## src/rtl/fft_frame_sequencer.sv

```systemverilog
// Frame controller for the sequential FFT core. It fills a sample frame, runs the core and streams the result bins out.
// Optional RUN watchdog with a sticky err flag is enabled by defining FFT_SEQ_TIMEOUT_EN.

module fft_seq_lane #(
    parameter int WIDTH = 32
) (
    input  logic             clk,
    input  logic             rst,
    input  logic             smp_we,
    input  logic [WIDTH-1:0] smp_d,
    input  logic             res_we,
    input  logic [WIDTH-1:0] res_d,
    output logic [WIDTH-1:0] smp_q,
    output logic [WIDTH-1:0] res_q
);
    always_ff @(posedge clk or negedge rst) begin
        if (!rst) begin
            smp_q <= '0;
            res_q <= '0;
        end else begin
            if (smp_we) smp_q <= smp_d;
            if (res_we) res_q <= res_d;
        end
    end
endmodule

module fft_frame_sequencer #(
    parameter int SAMPLES = 16,
    parameter int WIDTH   = 32,
    parameter int TIMEOUT = 64
) (
    input  logic                            clk,
    input  logic                            rst,
    input  logic                            in_valid,
    output logic                            in_ready,
    input  logic [WIDTH-1:0]                in_data,
    output logic                            out_valid,
    input  logic                            out_ready,
    output logic [WIDTH-1:0]                out_data,
    output logic                            out_last,
    output logic                            fft_rst,
    output logic [SAMPLES-1:0][WIDTH-1:0]   fft_samples,
    input  logic                            fft_out_valid,
    input  logic [SAMPLES-1:0][WIDTH-1:0]   fft_outputs,
    output logic                            busy,
    output logic [15:0]                     lat_cycles,
    output logic                            err
);
    localparam int IW = $clog2(SAMPLES);
    localparam logic [IW-1:0] LAST = IW'(SAMPLES - 1);

    typedef enum logic [1:0] {FILL, RUN, DRAIN} state_t;

    state_t                          state, state_nx;
    logic [IW-1:0]                   wr_idx, wr_idx_nx, rd_idx, rd_idx_nx;
    logic [15:0]                     run_cnt, run_cnt_nx, lat_nx;
    logic                            smp_we_any, res_we;
    logic [SAMPLES-1:0][WIDTH-1:0]   res_q;

    // One lane per frame word: sample buffer feeding the core plus result latch.
    for (genvar i = 0; i < SAMPLES; i++) begin : g_lane
        fft_seq_lane #(.WIDTH(WIDTH)) u_lane (
            .clk    (clk),
            .rst    (rst),
            .smp_we (smp_we_any && (wr_idx == IW'(i))),
            .smp_d  (in_data),
            .res_we (res_we),
            .res_d  (fft_outputs[i]),
            .smp_q  (fft_samples[i]),
            .res_q  (res_q[i])
        );
    end

`ifdef FFT_SEQ_TIMEOUT_EN
    logic err_q, err_nx;
`endif

    always_ff @(posedge clk or negedge rst) begin
        if (!rst) begin
            state      <= FILL;
            wr_idx     <= '0;
            rd_idx     <= '0;
            run_cnt    <= '0;
            lat_cycles <= '0;
        end else begin
            state      <= state_nx;
            wr_idx     <= wr_idx_nx;
            rd_idx     <= rd_idx_nx;
            run_cnt    <= run_cnt_nx;
            lat_cycles <= lat_nx;
        end
    end

    always_comb begin
        state_nx   = state;
        wr_idx_nx  = wr_idx;
        rd_idx_nx  = rd_idx;
        run_cnt_nx = run_cnt;
        lat_nx     = lat_cycles;
        smp_we_any = 1'b0;
        res_we     = 1'b0;
`ifdef FFT_SEQ_TIMEOUT_EN
        err_nx     = err_q;
`endif
        case (state)
            FILL: begin
                if (in_valid) begin
                    smp_we_any = 1'b1;
                    wr_idx_nx  = wr_idx + 1'b1;
                    if (wr_idx == LAST) begin
                        wr_idx_nx  = '0;
                        run_cnt_nx = '0;
                        state_nx   = RUN;
                    end
                end
            end
            RUN: begin
                run_cnt_nx = (run_cnt == 16'hFFFF) ? run_cnt : run_cnt + 16'd1;
                // run_cnt == 0 is the core's first cycle out of reset; its valid is stale.
                if (fft_out_valid && (run_cnt != '0)) begin
                    res_we     = 1'b1;
                    lat_nx     = run_cnt;
                    run_cnt_nx = '0;
                    state_nx   = DRAIN;
                end
`ifdef FFT_SEQ_TIMEOUT_EN
                else if (run_cnt == 16'(TIMEOUT - 1)) begin
                    err_nx     = 1'b1;
                    run_cnt_nx = '0;
                    wr_idx_nx  = '0;
                    state_nx   = FILL;
                end
`endif
            end
            DRAIN: begin
                if (out_ready) begin
                    rd_idx_nx = rd_idx + 1'b1;
                    if (rd_idx == LAST) begin
                        rd_idx_nx = '0;
                        state_nx  = FILL;
                    end
                end
            end
            default: state_nx = FILL;
        endcase
    end

`ifdef FFT_SEQ_TIMEOUT_EN
    always_ff @(posedge clk or negedge rst) begin
        if (!rst) err_q <= 1'b0;
        else      err_q <= err_nx;
    end
    assign err = err_q;
`else
    logic unused_timeout;
    assign unused_timeout = (TIMEOUT > 0);
    assign err            = 1'b0;
`endif

    // All outputs decode registered state only; no input reaches an output combinationally.
    assign in_ready  = (state == FILL);
    assign fft_rst   = (state == RUN);
    assign busy      = (state != FILL);
    assign out_valid = (state == DRAIN);
    assign out_data  = out_valid ? res_q[rd_idx] : '0;
    assign out_last  = out_valid && (rd_idx == LAST);

endmodule
```

## config.mk

```make
export PLATFORM = sky130hd
export DESIGN_NAME = fft_frame_sequencer
export DESIGN_NICKNAME = d
export VERILOG_FILES = /design/src/rtl/fft_frame_sequencer.sv
export SDC_FILE = /design/constraint.sdc
export NUM_CORES = 1
export LEC_CHECK = 0
export ABC_AREA = 1
export ABC_CLOCK_PERIOD_IN_PS = 2040
export CAP_MARGIN = 20
export CORE_AREA = 2 2 429 431
export DETAILED_ROUTE_END_ITERATION = 10
export DIE_AREA = 0 0 431 433
export PLACE_DENSITY = 0.49
export SYNTH_ARGS = -nofsm -noshare
export SYNTH_HDL_FRONTEND = slang
export SYNTH_SLANG_ARGS = --single-unit
```

## constraint.sdc

```tcl
create_clock -name clk -period 2.04 [get_ports clk]
set_clock_uncertainty 0.2 [all_clocks]
set_input_delay 0.408 -clock clk [delete_from_list [all_inputs] [get_ports clk]]
set_output_delay 0.408 -clock clk [all_outputs]
set_load 0.01 [all_outputs]
```

# Word-level counts from Yosys, hierarchy flattened
# Cells that the tools add are included.
# word_totals
in_bits,549
output_inout_bits,566
reg_bits,1066
elab_cells,114
# classes
order_cmp,1
reduce_logical,28
n_eq_ne,25
n_addsub,3
muxes,20
# op_table
operator,n
$bmux W32 S4,1
$mux W16,4
$mux W32,2
$eq A4 B4 Y1 const B,9
$pmux W16 S2,1
$logic_and A1 B1 Y1,18
$add A16 B1 Y16 const B,1
$eq A16 B16 Y1 const B,1
$eq A4 B3 Y1 const B,4
$reduce_bool A16 Y1,1
$mux W2,5
$add A4 B1 Y4 const B,2
$eq A4 B2 Y1 const B,2
$mux W4,2
$ne A2 B1 Y1 const B,4
$pmux W2 S3,1
$reduce_and A2 Y1,3
$lt A4 B5 Y1 const B,1
$reduce_and A5 Y1,1
$eq A4 B1 Y1 const B,1
$logic_not A4 Y1,1
$mux W1,4
$reduce_and A4 Y1,1
$reduce_bool A2 Y1,2
other kinds (5),5

# Longest topological paths before layout
# depth
ltp_word,4
ltp_mapped,12
depth_no_buf,10

# Modules after synthesis
# Synthesis repeated with hierarchy kept, for this count alone.
# hier_totals
cells_unflattened,5804
area_unflattened_um2,48292.6
# by_module_without_submodules
mod,instances,cells_each,seq_area_each_um2,area_each_um2
fft_seq_lane,16,272,1601.5,2558.7
fft_frame_sequencer,1,1452,1051.0,7353.3

# Least setup slack after synthesis
# Ideal clock, no wire load.
# synth_path
path_kind,register to output
startpoint,register rd_idx[0]
endpoint,output port out_data[10]
arrival_time_ns,1.553
required_ns,1.432
n_path_buf,4
path_slack_ns,-0.121
path_stages_with_launch,12
path_cell_list,dfrtp_1 buf_4 buf_4 buf_6 buf_2 a21oi_1 o21ai_0 nand2_1 nand2_1 nand2_1 inv_1 a21oi_1
# synth_between
elab_chain_cells,3
# synth_lines
item,line,text
from (decl),55,"logic [IW-1:0] wr_idx, wr_idx_nx, rd_idx, rd_idx_nx;"
from (signal assigned),88,rd_idx <= rd_idx_nx;
$bmux W32 S4,165,assign out_data = out_valid ? res_q[rd_idx] : '0;
$mux W32 (not written as such),165,
$mux W32,165,
to (decl),39,"output logic [WIDTH-1:0] out_data,"
# No other way between the ends. The select of a mux whose other input is x is not followed.

# Worst setup path after layout
# layout_path
startpoint,register rd_idx[0]
endpoint,output port out_data[22]
# Same word-level chain as after synthesis.

==> flow_summary.yaml <==
detailed_routing:
  post-route-drc-count: 0
  route.detailed.vias_per_inst: 4.70
  antenna_left: 0
  drt-total-wl_um: 241000
  dr.first_iter.drc_count: 3954
  route.detailed.wl_per_inst_um: 25.3
  dr.pass1.iters: 6
  vias: 44900
synthesis:
  synth.yosys.seq_area_share: 0.592
  fraction_of_registers_with_async_set_reset: 1.00
  synth.area.top_cells: "dfrtp_1, nand2_1, a21oi_1, o21ai_0, o21ai_1"
  synth-warning-count: 0
  synth_area_um2: 45100
  post_synth_top_area_cell: "dfrtp_1"
  post_synth_edffs: 0
  synth.ff_latch_count: 1066
  post_synth_most_frequent_cells: "nand2_1, dfrtp_1, a21oi_1"
  postSynthAreaPerCell_um2: 8.82
  synth_cell_types: 38
  syn-num-nets: 5670
  post_synth_inst_count: 5114
  synth_top_cell_area_share: 0.592
  synthFlopType: "dfrtp_1"
  most_common_cell_in_the_netlist: "nand2_1"
clock_tree:
  cts_tree: "built"
  ctsRootBufferMaster: "clkbuf_16"
  worstSkewPairLatency_ns: 0.80
  cts_inserted_buffers: 131
  cts_num_sinks: 1066
  clock_tree.htree_level_count: 4
  cts-root-to-sink-buffers: 3
  clkTransAtPathRegs_ns: 0.06
timing:
  unrepaired_setup_endpoints_after_global_routing: "yes"
  finalHoldViolations: 0
  setup_total_negative_slack_ns: -423.24
  post-route-period-util: 1.66
  finalHoldWorstSlack_ns: 0.0396
  slew_violations: 0
  min_period_ns: 3.38
  fmaxAchievable_mhz: 296
  post-route-worst-setup-slack_ns: -1.34
  worstMarginPinSlew_ns: 0.585
  worst_slew_margin_rel: 0.608
  final-setup-viol-count: 1096
critical_path:
  critical_path_type: "register to output port"
  critPathMaxFanout: 6
  critical_path.max_stage_delay_ns: 0.51
  category_of_the_worst_setup_path_launch_point: "register"
  worst_r2r_endpoint: "g_lane[4].u_lane.res_q[6]$_DFFE_PN0P_"
  worst_r2r_path_depth: 17
  worstSetupStartpoint: "rd_idx[0]$_DFFE_PN0P_"
  setup.worst_path.end_class: "output port"
  cp_num_buf_inv: 6
  cp_cell_sequence: "buf_12, buf_12, buf_16, buf_6, a21oi_2, o21ai_1, nand2_1, nand2_1, nand2_2, inv_2, a21oi_4, buf_6"
  reg2reg_from: "state[1]$_DFFE_PN0P_"
  slowest_stage: "dfrtp_4"
  regToRegSetupSlack_ns: -0.56
  worstPathRequired_ns: 1.43
  worst_ep_arrival_time_ns: 2.78
  cpLargestDelayFamily: "buffers and inverters"
floorplan:
  die_w_um: 431
  floorplan.rows: 157
  start_util: 0.248
  placeableCoreArea_um2: 182000
  boundaryPins: 1115
  die_area_um2: 187000
  die_h_um: 433
outcome:
  violated_checks: "setup timing"
  run_status: "finished with violations"
power_and_ir_drop:
  leakage_dissipation_nw: 35.4
  vdd.ir_drop.worst_mv: 0.847
  areal_power_density_over_the_cells_nw_per_um2: 1510
  totalPowerFinal_mw: 112
placed_design:
  place_hpwl_um: 171000
  place.gp.congestion: 0.938
  preCtsSetupSlack_ns: -0.955
  numPortBuffers: 1113
worst_hold_path:
  end_of_the_worst_hold_path: "g_lane[13].u_lane.res_q[3]$_DFFE_PN0P_"
  worst_hold_depth: 3
  timing.hold.worst.class: "primary input to register"
  min_from: "fft_outputs[419]"
global_route:
  antenna_found_initial: 34
  grt.met3_usage: 0.0564
  first_global_vias: 44500
  globalRouteTotalUtil: 0.244
  global_route_wire_length_before_repair_um: 328000
  largest_net_degree_at_the_start_of_global_routing: 79
  global_route.usage.met1: 0.292
  globalRoute.totalOverflow: 0
  gr-usage-met2: 0.409
  global_route.peak_usage_layer: "met2"
flow_run:
  max_cap_violations: 0
final_layout:
  areaGrowthSynthToFinish_pct: 64.7
  design.final.nets: 7600
  layout_cell_share_with_drive_strength_beyond_1: 0.272
[layer usage]
layer  vias to the layer above  wire, um
li1                      20300         -
met1                     22200     92600
met2                      1847    117000
met3                       479     17400
met4                         0     14100
met5                         -         0
[report_power, final]
part | internal, mW | leakage [nW] | switching [mW] | total [mW]
sequential | 31.1 | 13.0 | 5.79 | 36.9
clock | 14.7 | 2.20 | 10.1 | 24.7
combinational | 21.5 | 20.2 | 29.0 | 50.5
total | 67.2 | 35.4 | 44.9 | 112
[stage by stage]
step                cell area (um2)  utilization  cells
finish                        74300        0.408   9538
global route                  74300        0.408   9536
CTS                           71900        0.395   9456
detailed placement            62400        0.343   8735
global placement              62400        0.343   8735
floorplan                     45300            -   5114
[registers in the layout, indices dropped and copies added, names as in the netlist]
register	cells
g_lane.u_lane.smp_q	512
run_cnt	16
rd_idx	4
lat_cycles	16
wr_idx	4
state	2
g_lane.u_lane.res_q	512
[kinds of logic (layout without fill, tap and decap cells)]
group / after synthesis / after routing / share of synthesized area
AOI/OAI and AO/OA: 1268 / 1268 / 0.145
xor gates and xnor gates: 8 / 8 / 0.00155
adders and majority gates: 7 / 7 / 0.00194
buffers and inverters: 713 / 2743 / 0.0781
DFF: 1066 / 1066 / 0.592
other: 1 / 10 / 0.0000832
and+or+nand+nor: 2051 / 2051 / 0.182
[cell type report]
type                            count  area, um2
Timing Repair inverter              1       11.3
Tap cell                         2385       2980
Clock inverter                     47        713
Multi-Input combinational cell   3335      16900
Clock buffer                      186       3810
Antenna cell                        9       22.5
Sequential cell                  1066      26700
Inverter                          356       1420
Fill cell                       17900     108000
Timing Repair Buffer             2153      21700
[timing repair]
action,CTS,global route
hold endpoints to repair,1379,0
setup buffers,77,40
hold buffers,360,0
resized for setup,2816,377
gates cloned,55,43
pin swaps,115,72
endpoints found under the setup margin,1049,1019
[cell usage in the layout (no fill, tap or decap), types with 13 or more instances in the layout]
cell type        Yosys  final
buf_12               0    158
nand3_1            116     61
inv_2                6     28
buf_8                1     20
inv_1              348    317
a21oi_2              1     79
o211ai_1            65     65
a21oi_4              0     27
buf_16               0     57
nor2_1             319    311
clkbuf_8             0     30
nand2_2              6    124
nand3_2              1     48
dfrtp_1           1066   1063
clkdlybuf4s50_1      0    547
o21ai_2              0     56
clkbuf_16            0    167
o21ai_0            400    269
o21ai_1            289    362
buf_4               46    372
clkinv_2             0     13
nand2_1           1568   1388
dlygate4sd3_1        0    360
buf_2              102    501
a21oi_1            511    406
nand2_4              5     61
buf_6               71     91
clkbuf_1           123     24
[worst reg2reg max path, cell delays in order, from the launching register on]
cell and delay, ns:
dfrtp_1 0.40, buf_6 0.13, buf_6 0.10, buf_6 0.10, buf_6 0.10, buf_6 0.11
nor2_4 0.12, buf_6 0.11, inv_4 0.03, nor2_4 0.16, buf_12 0.13, buf_16 0.16
clkinv_16 0.09, buf_16 0.17, buf_12 0.15, buf_16 0.13, nand2_1 0.05, nand2_1 0.05
[worst max-delay path by stage]
stage	endpoint	depth (start not counted)
6_report	out_data[22]	12
5_1_grt	out_data[31]	12
4_1_cts	out_data[0]	13
3_5_place_dp	out_data[2]	9
3_3_place_gp	out_data[15]	10
2_1_floorplan	out_data[25]	9
(Power assumes the default switching activity.)
